## src/rtl/fifo_wr_arbiter_if.sv

```systemverilog
// Bus bundle between the write requesters, the round-robin arbiter and the FIFO write port.
// The optional overflow counter is selected by FIFO_ARB_OVF_CNT_EN.
interface fifo_wr_arbiter_if #(
    parameter int NUM_REQ   = 2,
    parameter int DATA_BITS = 3,
    parameter int CNT_BITS  = 8
);
    // Handshake: req_tick[i] is a one-cycle request with no back-pressure; the
    // arbiter latches it into a pending slot or drops it. fifo_wr_en is a one-cycle
    // strobe that fires only after an IDLE cycle saw fifo_full low. grant is
    // one-hot while fifo_wr_en is high and zero at all other times.
    logic [NUM_REQ-1:0]           req_tick;
    logic [NUM_REQ*DATA_BITS-1:0] req_data;
    logic                         fifo_full;
    logic                         fifo_wr_en;
    logic [DATA_BITS-1:0]         fifo_data_in;
    logic [NUM_REQ-1:0]           grant;
    logic [NUM_REQ-1:0]           pending;
    logic [CNT_BITS-1:0]          ovf_cnt;
    logic [1:0]                   fsm_state;

    modport master (
        output req_tick, req_data, fifo_full,
        input  fifo_wr_en, fifo_data_in, grant, pending, ovf_cnt, fsm_state
    );

    modport slave (
        input  req_tick, req_data, fifo_full,
        output fifo_wr_en, fifo_data_in, grant, pending, ovf_cnt, fsm_state
    );
endinterface

```

## src/rtl/fifo_wr_arbiter.sv

```systemverilog
// Round-robin arbiter sharing the FIFO write port between NUM_REQ tick sources.
// Define FIFO_ARB_OVF_CNT_EN to build the saturating dropped-tick counter.
module fifo_wr_arbiter #(
    parameter int NUM_REQ   = 2,
    parameter int DATA_BITS = 3,
    parameter int CNT_BITS  = 8
) (
    input logic              clk,
    input logic              rst,
    fifo_wr_arbiter_if.slave bus
);
    localparam int IDX_W = (NUM_REQ > 1) ? $clog2(NUM_REQ) : 1;

    typedef enum logic [1:0] {
        IDLE   = 2'd0,
        ISSUE  = 2'd1,
        SETTLE = 2'd2
    } state_t;

    state_t               state_q, state_d;
    logic                 fifo_wr_en_q, fifo_wr_en_d;
    logic [DATA_BITS-1:0] fifo_data_q, fifo_data_d;
    logic [NUM_REQ-1:0]   grant_q, grant_d;
    logic [NUM_REQ-1:0]   pending_q, pending_d;
    logic [IDX_W-1:0]     winner_q, winner_d;
    logic [IDX_W-1:0]     rr_ptr_q, rr_ptr_d;
    logic [DATA_BITS-1:0] hold_q [NUM_REQ];
    logic [DATA_BITS-1:0] hold_d [NUM_REQ];

    logic [NUM_REQ-1:0]   clr;
    logic                 pick_found;
    logic [IDX_W-1:0]     pick_idx;
    logic [IDX_W-1:0]     cand_idx;
    int                   cand;

    // First pending requester strictly after the last one served, wrapping.
    always_comb begin
        pick_found = 1'b0;
        pick_idx   = '0;
        cand       = 0;
        cand_idx   = '0;
        for (int k = 0; k < NUM_REQ; k++) begin
            cand = int'(rr_ptr_q) + 1 + k;
            if (cand >= NUM_REQ) cand = cand - NUM_REQ;
            cand_idx = IDX_W'(cand);
            if (!pick_found && pending_q[cand_idx]) begin
                pick_found = 1'b1;
                pick_idx   = cand_idx;
            end
        end
    end

    always_comb begin
        state_d      = state_q;
        fifo_wr_en_d = 1'b0;
        fifo_data_d  = fifo_data_q;
        grant_d      = '0;
        winner_d     = winner_q;
        rr_ptr_d     = rr_ptr_q;
        clr          = '0;
        hold_d       = hold_q;

        case (state_q)
            IDLE: begin
                if (pick_found && !bus.fifo_full) begin
                    winner_d     = pick_idx;
                    fifo_data_d  = hold_q[pick_idx];
                    grant_d      = NUM_REQ'(1) << pick_idx;
                    fifo_wr_en_d = 1'b1;
                    state_d      = ISSUE;
                end
            end
            ISSUE: begin
                clr[winner_q] = 1'b1;
                rr_ptr_d      = winner_q;
                state_d       = SETTLE;
            end
            default: state_d = IDLE;
        endcase

        // A new tick on the slot being cleared re-arms it rather than being dropped.
        pending_d = pending_q & ~clr;
        for (int i = 0; i < NUM_REQ; i++) begin
            if (bus.req_tick[i] && (!pending_q[i] || clr[i])) begin
                pending_d[i] = 1'b1;
                hold_d[i]    = bus.req_data[i*DATA_BITS +: DATA_BITS];
            end
        end
    end

    always_ff @(posedge clk) begin
        if (rst) begin
            state_q      <= IDLE;
            fifo_wr_en_q <= 1'b0;
            fifo_data_q  <= '0;
            grant_q      <= '0;
            pending_q    <= '0;
            winner_q     <= '0;
            rr_ptr_q     <= IDX_W'(NUM_REQ - 1);
            for (int i = 0; i < NUM_REQ; i++) hold_q[i] <= '0;
        end else begin
            state_q      <= state_d;
            fifo_wr_en_q <= fifo_wr_en_d;
            fifo_data_q  <= fifo_data_d;
            grant_q      <= grant_d;
            pending_q    <= pending_d;
            winner_q     <= winner_d;
            rr_ptr_q     <= rr_ptr_d;
            for (int i = 0; i < NUM_REQ; i++) hold_q[i] <= hold_d[i];
        end
    end

    assign bus.fifo_wr_en   = fifo_wr_en_q;
    assign bus.fifo_data_in = fifo_data_q;
    assign bus.grant        = grant_q;
    assign bus.pending      = pending_q;
    assign bus.fsm_state    = state_q;

`ifdef FIFO_ARB_OVF_CNT_EN
    localparam int SUM_W = CNT_BITS + 4;

    logic [CNT_BITS-1:0] ovf_cnt_q, ovf_cnt_d;
    logic [SUM_W-1:0]    ovf_sum;

    // Extra headroom lets several drops in one cycle saturate cleanly.
    always_comb begin
        ovf_sum = SUM_W'(ovf_cnt_q);
        for (int i = 0; i < NUM_REQ; i++) begin
            if (bus.req_tick[i] && pending_q[i] && !clr[i]) ovf_sum = ovf_sum + SUM_W'(1);
        end
        if (ovf_sum > SUM_W'({CNT_BITS{1'b1}})) ovf_cnt_d = '1;
        else                                    ovf_cnt_d = ovf_sum[CNT_BITS-1:0];
    end

    always_ff @(posedge clk) begin
        if (rst) ovf_cnt_q <= '0;
        else     ovf_cnt_q <= ovf_cnt_d;
    end

    assign bus.ovf_cnt = ovf_cnt_q;
`else
    assign bus.ovf_cnt = {CNT_BITS{1'b0}};
`endif
endmodule

```

## src/flat_wrapper.sv

```systemverilog
// flat-port wrapper written by rule: the top's interface ports become plain ports
module fifo_wr_arbiter_flat 
#(
    parameter int NUM_REQ   = 2,
    parameter int DATA_BITS = 3,
    parameter int CNT_BITS  = 8
)
  (clk, rst, bus_req_tick, bus_req_data, bus_fifo_full, bus_fifo_wr_en, bus_fifo_data_in, bus_grant, bus_pending, bus_ovf_cnt, bus_fsm_state);
  fifo_wr_arbiter_if #(.NUM_REQ(NUM_REQ), .DATA_BITS(DATA_BITS), .CNT_BITS(CNT_BITS)) bus_i ();
  input logic clk;
  input logic rst;
  input wire logic [$bits(bus_i.req_tick)-1:0] bus_req_tick;
  input wire logic [$bits(bus_i.req_data)-1:0] bus_req_data;
  input wire logic [$bits(bus_i.fifo_full)-1:0] bus_fifo_full;
  output wire logic [$bits(bus_i.fifo_wr_en)-1:0] bus_fifo_wr_en;
  output wire logic [$bits(bus_i.fifo_data_in)-1:0] bus_fifo_data_in;
  output wire logic [$bits(bus_i.grant)-1:0] bus_grant;
  output wire logic [$bits(bus_i.pending)-1:0] bus_pending;
  output wire logic [$bits(bus_i.ovf_cnt)-1:0] bus_ovf_cnt;
  output wire logic [$bits(bus_i.fsm_state)-1:0] bus_fsm_state;
  assign bus_i.req_tick = bus_req_tick;
  assign bus_i.req_data = bus_req_data;
  assign bus_i.fifo_full = bus_fifo_full;
  assign bus_fifo_wr_en = bus_i.fifo_wr_en;
  assign bus_fifo_data_in = bus_i.fifo_data_in;
  assign bus_grant = bus_i.grant;
  assign bus_pending = bus_i.pending;
  assign bus_ovf_cnt = bus_i.ovf_cnt;
  assign bus_fsm_state = bus_i.fsm_state;
  fifo_wr_arbiter #(.NUM_REQ(NUM_REQ), .DATA_BITS(DATA_BITS), .CNT_BITS(CNT_BITS)) u_core (.clk(clk), .rst(rst), .bus(bus_i));
endmodule
```

## config.mk

```make
export PLATFORM = sky130hd
export DESIGN_NAME = fifo_wr_arbiter_flat
export DESIGN_NICKNAME = d
export VERILOG_FILES = /design/src/rtl/fifo_wr_arbiter_if.sv /design/src/rtl/fifo_wr_arbiter.sv /design/src/flat_wrapper.sv
export SDC_FILE = /design/constraint.sdc
export NUM_CORES = 1
export LEC_CHECK = 0
export ABC_AREA = 1
export BUFFER_PORTS_ARGS = -buffer_cell sky130_fd_sc_hd__buf_2
export CAP_MARGIN = 40
export CORE_MARGIN = 2
export CORE_UTILIZATION = 50
export DETAILED_ROUTE_END_ITERATION = 7
export PLACE_DENSITY = 0.81
export SLEW_MARGIN = 20
export SYNTH_ARGS = -nofsm -noshare
export SYNTH_HDL_FRONTEND = slang
export SYNTH_SLANG_ARGS = --single-unit
```

## constraint.sdc

```tcl
create_clock -name clk -period 2.9 [get_ports clk]
set_clock_uncertainty 0.15 [all_clocks]
set_input_delay 0.29 -clock clk [delete_from_list [all_inputs] [get_ports clk]]
set_output_delay 0.29 -clock clk [all_outputs]
set_load 0.03 [all_outputs]
```

==> metrics.md <==
| Metric | Value |
|---|---|
| Die width | `44.1 um` |
| Synth warnings | `0` |
| Post-synth cell types | `14` |
| VDD IR max | `343 uV` |
| Setup CP Type | `flop to output pin` |
| H-Tree Depth | `1` |
| Endpoints failing setup | `0` |
| Top post-synthesis cells by area | `dfxtp_1 (45%), nand3_1 (10%), inv_1 (9.4%)` |
| Post-DP Area | `883 sq um` |
| Crit-path max FO | `7` |
| Outcome | `finished, final reports clean` |
| Setup TNS | `0 ns` |
| Fraction of power consumed by sequential logic | `0.546` |
| Placed cell count | `148` |
| DR DRC count | `0` |
| Pre-antenna DRT Iters | `4` |
| Post-route design area | `906 sq um` |
| Total routed wirelength | `1540 um` |
| Fmax achieved | `713 MHz` |
| Sequential element share of the synthesized area | `0.449` |
| Port bufs | `20` |
| DR iter-0 viols | `17` |
| Layout area overhead | `12.9%` |
| PD cells | `556 mW/mm^2` |
| Total GRT Usage | `0.189` |
| Capture point of the critical path | `bus_pending[1]` |
| IO Pins | `29` |
| Crit-path slowest cell | `dfxtp_1` |
| Worst path required time | `2.46 ns` |
| Max Root-Sink Buffers | `2` |
| Core area | `0.00151 sq mm` |
| CTS Buf Count | `3` |
| Final period util | `0.484` |
| Cell Rows | `14` |
| CP Launch Type | `flop` |
| Clk pwr share | `0.247` |
| Initial Util | `0.532` |
| Synth top area share | `0.449` |
| Max-cap violation count | `0` |
| Reg2reg path depth | `5` |
| Hold Buf Count CTS | `0` |
| Worst skew pair latency | `0.30 ns` |
| Fraction of layout cells with a size suffix above 1 | `0.200` |
| Final hold violations | `0` |
| Final Max Tran Viols | `0` |
| Antenna Cells | `0` |
| Worst-path clk slew | `0.09 ns` |
| Synthesized cell area | `802 sq um` |
| Int Pwr | `0.343 mW` |
| Vias | `734` |
| Largest net degree at the start of global routing | `13` |
| Initial antenna violation count | `0` |
| Reg2reg start | `u_core.bus.pending[1]$_SDFF_PP0_` |
| CP Capture Type | `output pin` |
| Antenna-violating nets left | `0` |
| CTS tree | `yes` |
| R2r endpoint | `u_core.bus.fifo_data_in[1]$_SDFFE_PP0P_` |
| Post-cts resize count | `0` |
| Cell taking the most area after synthesis | `dfxtp_1` |
| Cell Chain, Critical Path | `buf_2` |
| Die area | `0.00194 sq mm` |
| Syn Inst Count | `114` |
| Post-CTS setup buffer count | `0` |
| Worst path bufs/invs | `1` |
| Fin nets | `148` |
| Sink Count | `18` |
| Crit path max-delay family | `flip-flops` |
| Vias in the first global route | `644` |
| Net Sw Frac | `0.319` |
| Non-filler instance count after layout | `151` |
| Max stage delay on crit path | `0.44 ns` |
| Gpl congestion | `0.799` |
| Final Critical Period | `1.40 ns` |
| First-pass GRT wire length | `2680 um` |
| Avg Cell Area, Syn | `7.04 sq um` |
| Combinational Power Share | `0.207` |
| Unrepaired setup endpoints after global routing | `no` |
| WP depth | `1` |
| Die height | `44.1 um` |
| Setup crit start | `u_core.bus.pending[1]$_SDFF_PP0_` |
| Arr. time, crit path | `0.96 ns` |
| DPL Wire Length | `1170 um` |
| Leakage | `0.505 nW` |
| Routed wire per std cell | `10.2 um` |
| Via density | `4.86` |
| Flops & latches, synth | `18` |
| Tightest Hold Check Type | `input port to flop` |
| Grt ovf | `0` |
| Reg2reg setup slack | `1.68 ns` |
| Root Buffer Master | `clkbuf_4` |
| Psw | `0.160 mW` |
synth_stat cells:
cell     instances
buf_2            1
nand2_2          1
nor2_4           1
a21oi_1          8
nand3_1         16
buf_4            8
inv_1           20
o21ai_1          1
nand3_2          1
dfxtp_1         18
conb_1           1
nor2_1          19
nand2_1         18
nor2_2           1
placed cells by master (no fill, tap or decap):
master    instances
inv_1            20
conb_1            8
o21ai_1           1
nor2_2            1
nand3_1          16
clkbuf_4          3
nand3_2           1
nor2_1           19
a21oi_1           8
dfxtp_1          18
buf_2            20
nand2_2           1
nor2_4            1
nand2_1          18
state kept, by name (all words and copies together) (netlist names):
| name | count |
|---|---|
| u_core.rr_ptr_q | 1 |
| u_core.hold_q | 6 |
| u_core.bus.fsm_state | 2 |
| u_core.winner_q | 1 |
| u_core.bus.fifo_wr_en | 1 |
| u_core.bus.fifo_data_in | 3 |
| u_core.bus.grant | 2 |
| u_core.bus.pending | 2 |
cells by family (layout without fill, tap and decap cells):
family	Yosys count	in the layout	synth area share
AO/OA/AOI/OAI	9	9	0.0562
AND/OR/NAND/NOR	57	57	0.315
buffers and inverters	29	43	0.175
flip-flops	18	18	0.449
other	1	8	0.00468
metrics by stage:
| step | hold WS (ns) | setup WS (ns) | power (mW) | util |
|---|---|---|---|---|
| CTS | 0.0589 | 1.51 | 0.500 | 0.601 |
| finish | 0.0548 | 1.50 | 0.504 | 0.601 |
| global placement | 0.301 | 1.71 | 0.381 | 0.586 |
| detailed placement | 0.300 | 1.63 | 0.385 | 0.586 |
| global route | 0.0432 | 1.44 | 0.534 | 0.601 |
| floorplan | 0.209 | 1.59 | 0.365 | - |
how the worst min path moves through the flow:
| stage | start | end | cells past startpoint |
|---|---|---|---|
| after floorplan | rst | u_core.bus.pending[0]$_SDFF_PP0_ | 1 |
| after global placement | u_core.rr_ptr_q$_SDFFE_PP1N_ | u_core.rr_ptr_q$_SDFFE_PP1N_ | 2 |
| after detailed placement | u_core.rr_ptr_q$_SDFFE_PP1N_ | u_core.rr_ptr_q$_SDFFE_PP1N_ | 2 |
| after CTS | rst | u_core.bus.pending[1]$_SDFF_PP0_ | 2 |
| after global routing | rst | u_core.bus.pending[1]$_SDFF_PP0_ | 2 |
| final | rst | u_core.bus.pending[1]$_SDFF_PP0_ | 2 |
cell type report:
type / count / area, sq um
sequential: 18 / 360
clock buffer: 3 / 22.5
inverter: 20 / 75.1
tap: 16 / 20.0
fill: 147 / 601
multi-input combinational: 74 / 328
timing repair buffer: 20 / 100
metal layers:
| layer | global-route usage | up-vias | wire length (um) | part of all wire |
|---|---|---|---|---|
| li1 | - | 375 | - | - |
| met1 | 0.239 | 323 | 643 | 0.42 |
| met2 | 0.291 | 30 | 761 | 0.49 |
| met3 | 0.0490 | 6 | 103 | 0.067 |
| met4 | 0.109 | 0 | 31 | 0.020 |
| met5 | 0 | - | 0 | 0 |
power groups by stage:
stage	Sequential, mW	Combinational [mW]	Clock, mW
2_1_floorplan	0.296	0.0685	0
3_3_place_gp	0.280	0.101	0
3_5_place_dp	0.281	0.104	0
4_1_cts	0.275	0.105	0.120
5_1_grt	0.277	0.117	0.140
6_report	0.275	0.104	0.124
Power figures use the tool's default switching activity.
